==> src/rtl/button_step_conditioner_pkg.sv <==
// Shared types and constants for the button step conditioner.
// Debounce FSM state encoding, default debounce length and direction levels.
package button_step_conditioner_pkg;

    typedef logic [1:0] btn_state_t;

    localparam btn_state_t StIdle        = 2'd0;
    localparam btn_state_t StPressWait   = 2'd1;
    localparam btn_state_t StPressed     = 2'd2;
    localparam btn_state_t StReleaseWait = 2'd3;

    localparam int unsigned DEBOUNCE_CYCLES_DEFAULT = 1_000_000;

    localparam logic DIR_UP = 1'b1;
    localparam logic DIR_DN = 1'b0;

    // A button counts as held from acceptance until its release is confirmed.
    function automatic logic state_is_held(input btn_state_t s);
        return (s == StPressed) || (s == StReleaseWait);
    endfunction

endpackage

==> src/rtl/button_step_conditioner_if.sv <==
// Button-side and counter-side signals of the step conditioner.
// master drives the raw buttons; slave is the conditioner itself.
interface button_step_conditioner_if;

    logic btn_up;
    logic btn_dn;
    logic step;
    logic updown;
    logic held_up;
    logic held_dn;

    modport master (
        output btn_up,
        output btn_dn,
        input  step,
        input  updown,
        input  held_up,
        input  held_dn
    );

    modport slave (
        input  btn_up,
        input  btn_dn,
        output step,
        output updown,
        output held_up,
        output held_dn
    );

endinterface

==> src/rtl/button_step_conditioner_debounce_channel.sv <==
// One button channel: 2-flop synchroniser, press/release debounce FSM and,
// when BUTTON_REPEAT_EN is defined, auto-repeat while the press is held.
// o_pulse is combinational on the accepting transition so the top's register
// presents the step DEBOUNCE_CYCLES+2 edges after the raw input is sampled.
module button_step_conditioner_debounce_channel
    import button_step_conditioner_pkg::*;
#(
    parameter int unsigned DEBOUNCE_CYCLES = DEBOUNCE_CYCLES_DEFAULT
`ifdef BUTTON_REPEAT_EN
    ,
    parameter int unsigned REPEAT_DELAY    = 25_000_000,
    parameter int unsigned REPEAT_PERIOD   = 10_000_000
`endif
) (
    input  logic clk,
    input  logic reset,
    input  logic i_btn,
`ifdef BUTTON_REPEAT_EN
    input  logic i_other_idle,
    output logic o_idle,
`endif
    output logic o_pulse,
    output logic o_held
);

    localparam int unsigned CntW = $clog2(DEBOUNCE_CYCLES);
    localparam logic [CntW-1:0] CntLast = CntW'(DEBOUNCE_CYCLES - 1);

    logic            r_sync1;
    logic            r_sync2;
    btn_state_t      r_state;
    btn_state_t      w_state_nxt;
    logic [CntW-1:0] r_cnt;
    logic [CntW-1:0] w_cnt_nxt;
    logic            w_press_pulse;

    // Two-flop synchroniser for the asynchronous button.
    always_ff @(posedge clk) begin
        if (!reset) begin
            r_sync1 <= 1'b0;
            r_sync2 <= 1'b0;
        end else begin
            r_sync1 <= i_btn;
            r_sync2 <= r_sync1;
        end
    end

    // Debounce FSM next state; the counter is cleared on every state change.
    always_comb begin
        w_state_nxt   = r_state;
        w_cnt_nxt     = r_cnt;
        w_press_pulse = 1'b0;
        case (r_state)
            StIdle: begin
                if (r_sync2) begin
                    w_state_nxt = StPressWait;
                    w_cnt_nxt   = '0;
                end
            end
            StPressWait: begin
                if (!r_sync2) begin
                    w_state_nxt = StIdle;
                    w_cnt_nxt   = '0;
                end else if (r_cnt == CntLast) begin
                    w_state_nxt   = StPressed;
                    w_cnt_nxt     = '0;
                    w_press_pulse = 1'b1;
                end else begin
                    w_cnt_nxt = r_cnt + 1'b1;
                end
            end
            StPressed: begin
                if (!r_sync2) begin
                    w_state_nxt = StReleaseWait;
                    w_cnt_nxt   = '0;
                end
            end
            StReleaseWait: begin
                // Bounce back to PRESSED silently: no second step on release.
                if (r_sync2) begin
                    w_state_nxt = StPressed;
                    w_cnt_nxt   = '0;
                end else if (r_cnt == CntLast) begin
                    w_state_nxt = StIdle;
                    w_cnt_nxt   = '0;
                end else begin
                    w_cnt_nxt = r_cnt + 1'b1;
                end
            end
            default: begin
                w_state_nxt = StIdle;
                w_cnt_nxt   = '0;
            end
        endcase
    end

    // FSM state and debounce counter registers.
    always_ff @(posedge clk) begin
        if (!reset) begin
            r_state <= StIdle;
            r_cnt   <= '0;
        end else begin
            r_state <= w_state_nxt;
            r_cnt   <= w_cnt_nxt;
        end
    end

    assign o_held = state_is_held(r_state);

`ifdef BUTTON_REPEAT_EN
    localparam int unsigned RptMax = (REPEAT_DELAY > REPEAT_PERIOD) ? REPEAT_DELAY : REPEAT_PERIOD;
    localparam int unsigned RptW   = $clog2(RptMax) + 1;
    localparam logic [RptW-1:0] RptDelayLast  = RptW'(REPEAT_DELAY - 1);
    localparam logic [RptW-1:0] RptPeriodLast = RptW'(REPEAT_PERIOD - 1);

    logic [RptW-1:0] r_rpt_cnt;
    logic [RptW-1:0] w_rpt_cnt_nxt;
    logic            r_rpt_armed;
    logic            w_rpt_armed_nxt;
    logic            w_rpt_pulse;

    // Repeat timer: runs only while staying in PRESSED with the other button idle.
    // The first interval is REPEAT_DELAY, later ones REPEAT_PERIOD.
    always_comb begin
        w_rpt_cnt_nxt   = r_rpt_cnt;
        w_rpt_armed_nxt = r_rpt_armed;
        w_rpt_pulse     = 1'b0;
        if ((r_state != StPressed) || (w_state_nxt != StPressed)) begin
            w_rpt_cnt_nxt   = '0;
            w_rpt_armed_nxt = 1'b0;
        end else if (i_other_idle) begin
            if (r_rpt_cnt == (r_rpt_armed ? RptPeriodLast : RptDelayLast)) begin
                w_rpt_pulse     = 1'b1;
                w_rpt_cnt_nxt   = '0;
                w_rpt_armed_nxt = 1'b1;
            end else begin
                w_rpt_cnt_nxt = r_rpt_cnt + 1'b1;
            end
        end
    end

    // Repeat timer registers.
    always_ff @(posedge clk) begin
        if (!reset) begin
            r_rpt_cnt   <= '0;
            r_rpt_armed <= 1'b0;
        end else begin
            r_rpt_cnt   <= w_rpt_cnt_nxt;
            r_rpt_armed <= w_rpt_armed_nxt;
        end
    end

    assign o_idle  = (r_state == StIdle);
    assign o_pulse = w_press_pulse | w_rpt_pulse;
`else
    assign o_pulse = w_press_pulse;
`endif

endmodule

==> src/rtl/button_step_conditioner.sv <==
// Turns raw up/down buttons into a one-cycle counter step plus direction.
// Optional auto-repeat on a held button is enabled by defining BUTTON_REPEAT_EN.
module button_step_conditioner
    import button_step_conditioner_pkg::*;
#(
    parameter int unsigned DEBOUNCE_CYCLES = DEBOUNCE_CYCLES_DEFAULT
`ifdef BUTTON_REPEAT_EN
    ,
    parameter int unsigned REPEAT_DELAY    = 25_000_000,
    parameter int unsigned REPEAT_PERIOD   = 10_000_000
`endif
) (
    input  logic                        clk,
    input  logic                        reset,
    button_step_conditioner_if.slave    bus
);

    logic w_up_pulse;
    logic w_dn_pulse;
    logic r_step;
    logic r_updown;

`ifdef BUTTON_REPEAT_EN
    logic w_up_idle;
    logic w_dn_idle;
`endif

    button_step_conditioner_debounce_channel #(
        .DEBOUNCE_CYCLES (DEBOUNCE_CYCLES)
`ifdef BUTTON_REPEAT_EN
        ,
        .REPEAT_DELAY    (REPEAT_DELAY),
        .REPEAT_PERIOD   (REPEAT_PERIOD)
`endif
    ) u_up (
        .clk          (clk),
        .reset        (reset),
        .i_btn        (bus.btn_up),
`ifdef BUTTON_REPEAT_EN
        .i_other_idle (w_dn_idle),
        .o_idle       (w_up_idle),
`endif
        .o_pulse      (w_up_pulse),
        .o_held       (bus.held_up)
    );

    button_step_conditioner_debounce_channel #(
        .DEBOUNCE_CYCLES (DEBOUNCE_CYCLES)
`ifdef BUTTON_REPEAT_EN
        ,
        .REPEAT_DELAY    (REPEAT_DELAY),
        .REPEAT_PERIOD   (REPEAT_PERIOD)
`endif
    ) u_dn (
        .clk          (clk),
        .reset        (reset),
        .i_btn        (bus.btn_dn),
`ifdef BUTTON_REPEAT_EN
        .i_other_idle (w_up_idle),
        .o_idle       (w_dn_idle),
`endif
        .o_pulse      (w_dn_pulse),
        .o_held       (bus.held_dn)
    );

    // Combine press pulses; simultaneous up and down is a conflict and is dropped.
    always_ff @(posedge clk) begin
        if (!reset) begin
            r_step   <= 1'b0;
            r_updown <= DIR_UP;
        end else begin
            r_step <= w_up_pulse ^ w_dn_pulse;
            if (w_up_pulse && !w_dn_pulse) begin
                r_updown <= DIR_UP;
            end else if (w_dn_pulse && !w_up_pulse) begin
                r_updown <= DIR_DN;
            end
        end
    end

    assign bus.step   = r_step;
    assign bus.updown = r_updown;

endmodule

==> src/flat_wrapper.sv <==
// flat-port wrapper written by rule: the top's interface ports become plain ports
module button_step_conditioner_flat import button_step_conditioner_pkg::*;
#(
    parameter int unsigned DEBOUNCE_CYCLES = DEBOUNCE_CYCLES_DEFAULT

)
  (clk, reset, bus_btn_up, bus_btn_dn, bus_step, bus_updown, bus_held_up, bus_held_dn);
  button_step_conditioner_if bus_i ();
  input  logic clk;
  input  logic reset;
  input wire logic [$bits(bus_i.btn_up)-1:0] bus_btn_up;
  input wire logic [$bits(bus_i.btn_dn)-1:0] bus_btn_dn;
  output wire logic [$bits(bus_i.step)-1:0] bus_step;
  output wire logic [$bits(bus_i.updown)-1:0] bus_updown;
  output wire logic [$bits(bus_i.held_up)-1:0] bus_held_up;
  output wire logic [$bits(bus_i.held_dn)-1:0] bus_held_dn;
  assign bus_i.btn_up = bus_btn_up;
  assign bus_i.btn_dn = bus_btn_dn;
  assign bus_step = bus_i.step;
  assign bus_updown = bus_i.updown;
  assign bus_held_up = bus_i.held_up;
  assign bus_held_dn = bus_i.held_dn;
  button_step_conditioner #(.DEBOUNCE_CYCLES(DEBOUNCE_CYCLES)) u_core (.clk(clk), .reset(reset), .bus(bus_i));
endmodule
==> config.mk <==
export PLATFORM = sky130hd
export DESIGN_NAME = button_step_conditioner_flat
export DESIGN_NICKNAME = d
export VERILOG_FILES = /design/src/rtl/button_step_conditioner_pkg.sv /design/src/rtl/button_step_conditioner_if.sv /design/src/rtl/button_step_conditioner_debounce_channel.sv /design/src/rtl/button_step_conditioner.sv /design/src/flat_wrapper.sv
export SDC_FILE = /design/constraint.sdc
export NUM_CORES = 1
export LEC_CHECK = 0
export CORE_MARGIN = 5
export CORE_UTILIZATION = 40
export DETAILED_ROUTE_END_ITERATION = 10
export PLACE_DENSITY = 0.62
export SYNTH_ARGS = -nofsm -noshare
export SYNTH_HDL_FRONTEND = slang
export SYNTH_SLANG_ARGS = --single-unit
==> constraint.sdc <==
create_clock -name clk -period 2.56 [get_ports clk]
set_input_delay 0.512 -clock clk [delete_from_list [all_inputs] [get_ports clk]]
set_output_delay 0.512 -clock clk [all_outputs]
set_load 0.1 [all_outputs]
==> impl_metrics.toml <==
[status]
status = "complete, no violations"

[power_and_ir_drop]
p_comb_frac = 0.043
peakVddDrop_uv = 376
leakagePower_nw = 0.985
p_total_w = 0.00140
pwr-share-seq = 0.564
swShare = 0.219
clkPwrFrac = 0.393
p_int_w = 0.00109
p_per_area_nw_per_um2 = 502
switchingPower_w = 0.000306

[critical_path]
r2r_cells = 9
critPathMaxFanout = 5
crit_top_cell = "ha_1"
path_buf_inv = 1
required_ns = 2.75
max_stage_delay_ns = 0.42
endpoint_kind = "flop"
cp-start-kind = "flop"
r2r_start = "u_core.u_dn.r_cnt[0]$_SDFFE_PN0P_"
r2r-end = "u_core.bus.updown$_SDFFE_PP1P_"
critPathKind = "flop to flop"
crit_arrival_ns = 2.32
crit_chain = "ha_1, nand3_1, and4bb_2, nand2_1, or3_1, inv_1, ha_1, nand2b_1, nand3b_1"
slowest_stage = "dfxtp_1"
critPathTopFamily = "simple AND/OR/NAND/NOR gates"
r2r_slack_ns = 0.44

[placed_design]
gp_congestion = 0.744
dp_hpwl_mm = 3.54
portBuffers = 7
placed_cell_area_um2 = 2680
dp.cells = 374

[logic_synthesis]
synth_edf_count = 0
syn_inst = 297
ys.flop_type = "dfxtp_1"
ys_ff_latch = 50
ys_seq_area_frac = 0.394
syn_area_um2 = 2540
async_reset_ff_frac = 0
avgSynthCellArea_um2 = 8.56
synthDistinctLibCells = 44
yosysWarnings = 0
syn_nets = 305

[sta]
fin_skew_ns = 0.00574
whs_ns = 0.439
period_minus_slack_ns = 2.12
hold_viol = 0
rsz0062_at_grt = "false"
post-route-period-util = 0.829
worst_slew_margin_rel = 0.613
tns_ns = 0
setup_viol = 0
max_freq_mhz = 471
slew_viol_final = 0
tightest_slew_ns = 0.576

[grt]
track_usage = 0.124
grt_pass1_vias = 1882
antenna_found_initial = 0
grt_pass1_wl_mm = 8.63
grt_max_degree = 29
grt_overflow = 0

[route]
vias = 2172
wl_per_cell_um = 13.0
detail_route.drc_violations = 0
wl_mm = 4.95
routed_via_density = 5.69
antenna_left = 0
dr.pass1.iters = 4
drt_iter0_drc = 132

[finish]
diodes = 0
area_delta_synth_final_pct = 9.55
drive_gt1_frac = 0.0918
design_area_um2 = 2790
nets = 312
final_common_cell = "dfxtp_1"
layout_common_cells = "50 x dfxtp_1, 33 x nand2_1, 21 x nand3_1, 19 x a31oi_1, 16 x a21oi_1"
stdcell_count = 382

[job]
drv_cap = 0

[cts]
cts.clk_slew.worst_paths_ns = 0.09
numCtsBuffers = 5
cts_resized = 0
cts_max_level = 2
clock_sinks = 50
clk_path_buf_depth = 2
tritoncts = "yes"
worstSkewPairLatency_ns = 0.30
cts_post_setup_buffers_inserted = 0
cts_root_buf = "clkbuf_8"
hold_buffers = 0

[floorplanning]
start_util = 0.405
die_h_um = 89.7
rows = 29
die-area_um2 = 8050
ios = 8
coreArea_um2 = 6280
fp.dieW_um = 89.7

[min_path]
min_to = "u_core.u_dn.r_sync2$_SDFF_PN0_"
hold_start = "u_core.u_dn.r_sync1$_SDFF_PN0_"
hp-class = "flop to flop"
worstHoldPathCells = 1
-- worst reg2reg max path, delay by kind of cell, from the launching register on --
kind	cells	cell delay, ns
adders and majority gates	2	0.36
buffers and inverters	1	0.07
DFF	1	0.42
and+or+nand+nor	6	1.17
-- routing by layer --
metal  global-route usage  vias up  wire length, um
li1                     -     1110                -
met1                0.176     1028             2550
met2                0.190       29             2180
met3               0.0250        5              152
met4               0.0340        0               59
met5                    0        -                0
-- worst max-delay path by stage --
stage                                 startpoint                              to  cells after the start
3_3_place_gp   u_core.u_dn.r_cnt[0]$_SDFFE_PN0P_  u_core.bus.updown$_SDFFE_PP1P_                      9
3_5_place_dp   u_core.u_up.r_cnt[0]$_SDFFE_PN0P_      u_core.bus.step$_SDFF_PN0_                      7
2_1_floorplan  u_core.u_up.r_cnt[0]$_SDFFE_PN0P_  u_core.bus.updown$_SDFFE_PP1P_                      8
5_1_grt        u_core.u_up.r_cnt[0]$_SDFFE_PN0P_      u_core.bus.step$_SDFF_PN0_                      7
6_report       u_core.u_dn.r_cnt[0]$_SDFFE_PN0P_  u_core.bus.updown$_SDFFE_PP1P_                      9
4_1_cts        u_core.u_up.r_cnt[0]$_SDFFE_PN0P_      u_core.bus.step$_SDFF_PN0_                      7
-- logic make-up (layout without fill, tap and decap cells) --
family / count (synthesis) / in the layout / synth area share
simple gates: 135 / 135 / 0.300
compound gates: 73 / 73 / 0.188
flops: 50 / 50 / 0.394
buf+inv: 19 / 27 / 0.0404
xor+xnor: 10 / 10 / 0.0344
mux: 6 / 6 / 0.0236
fa+ha+maj: 4 / 4 / 0.0197
-- stage by stage --
| stage | setup WS (ns) | utilization |
|---|---|---|
| finish | 0.439 | 0.444 |
| floorplan | 0.614 | - |
| global placement | 0.468 | 0.426 |
| CTS | 0.417 | 0.444 |
| global route | 0.243 | 0.444 |
| detailed placement | 0.443 | 0.426 |
-- Yosys cell counts (6+ instances only) --
cell type  count  share of area
nor2_1        15          0.022
clkbuf_1       6         0.0089
xnor2_1        6          0.021
nor2b_1        7          0.017
a22o_1         8          0.028
dfxtp_1       50           0.39
nand2_1       33          0.049
and2_1         6          0.015
nand3_1       21          0.041
inv_1          6         0.0089
mux2i_1        6          0.024
nand4_1        6          0.015
a31oi_1       19          0.047
and3_1        11          0.027
o21ai_0       12          0.024
a21oi_1       16          0.031
-- layout make-up --
class	count	area, um^2
clock inverter	3	40.0
inverter	6	22.5
multi-input combinational	228	1440
sequential	50	1000
fill	612	3490
timing repair buffer	13	118
clock buffer	5	68.8
tap	77	96.3
-- power by group through the flow --
| stage | clock network (W) | registers (W) | logic (W) |
|---|---|---|---|
| 6_report | 0.000550 | 0.000788 | 0.0000600 |
| 5_1_grt | 0.000603 | 0.000789 | 0.0000670 |
| 4_1_cts | 0.000569 | 0.000788 | 0.0000610 |
| 3_5_place_dp | 0 | 0.000806 | 0.0000610 |
| 3_3_place_gp | 0 | 0.000806 | 0.0000605 |
| 2_1_floorplan | 0 | 0.000805 | 0.0000445 |
-- state kept, by name, summed over array words and instances (netlist names), named ones only --
register and cells:
u_core.u_dn.r_cnt 20, u_core.u_up.r_sync1 1, u_core.bus.step 1, u_core.u_dn.r_sync2 1, u_core.u_dn.r_state 1, u_core.u_dn.r_sync1 1
u_core.u_up.r_state 1, u_core.u_up.r_sync2 1, u_core.u_up.r_cnt 20, u_core.bus.updown 1
(Power assumes the default switching activity.)
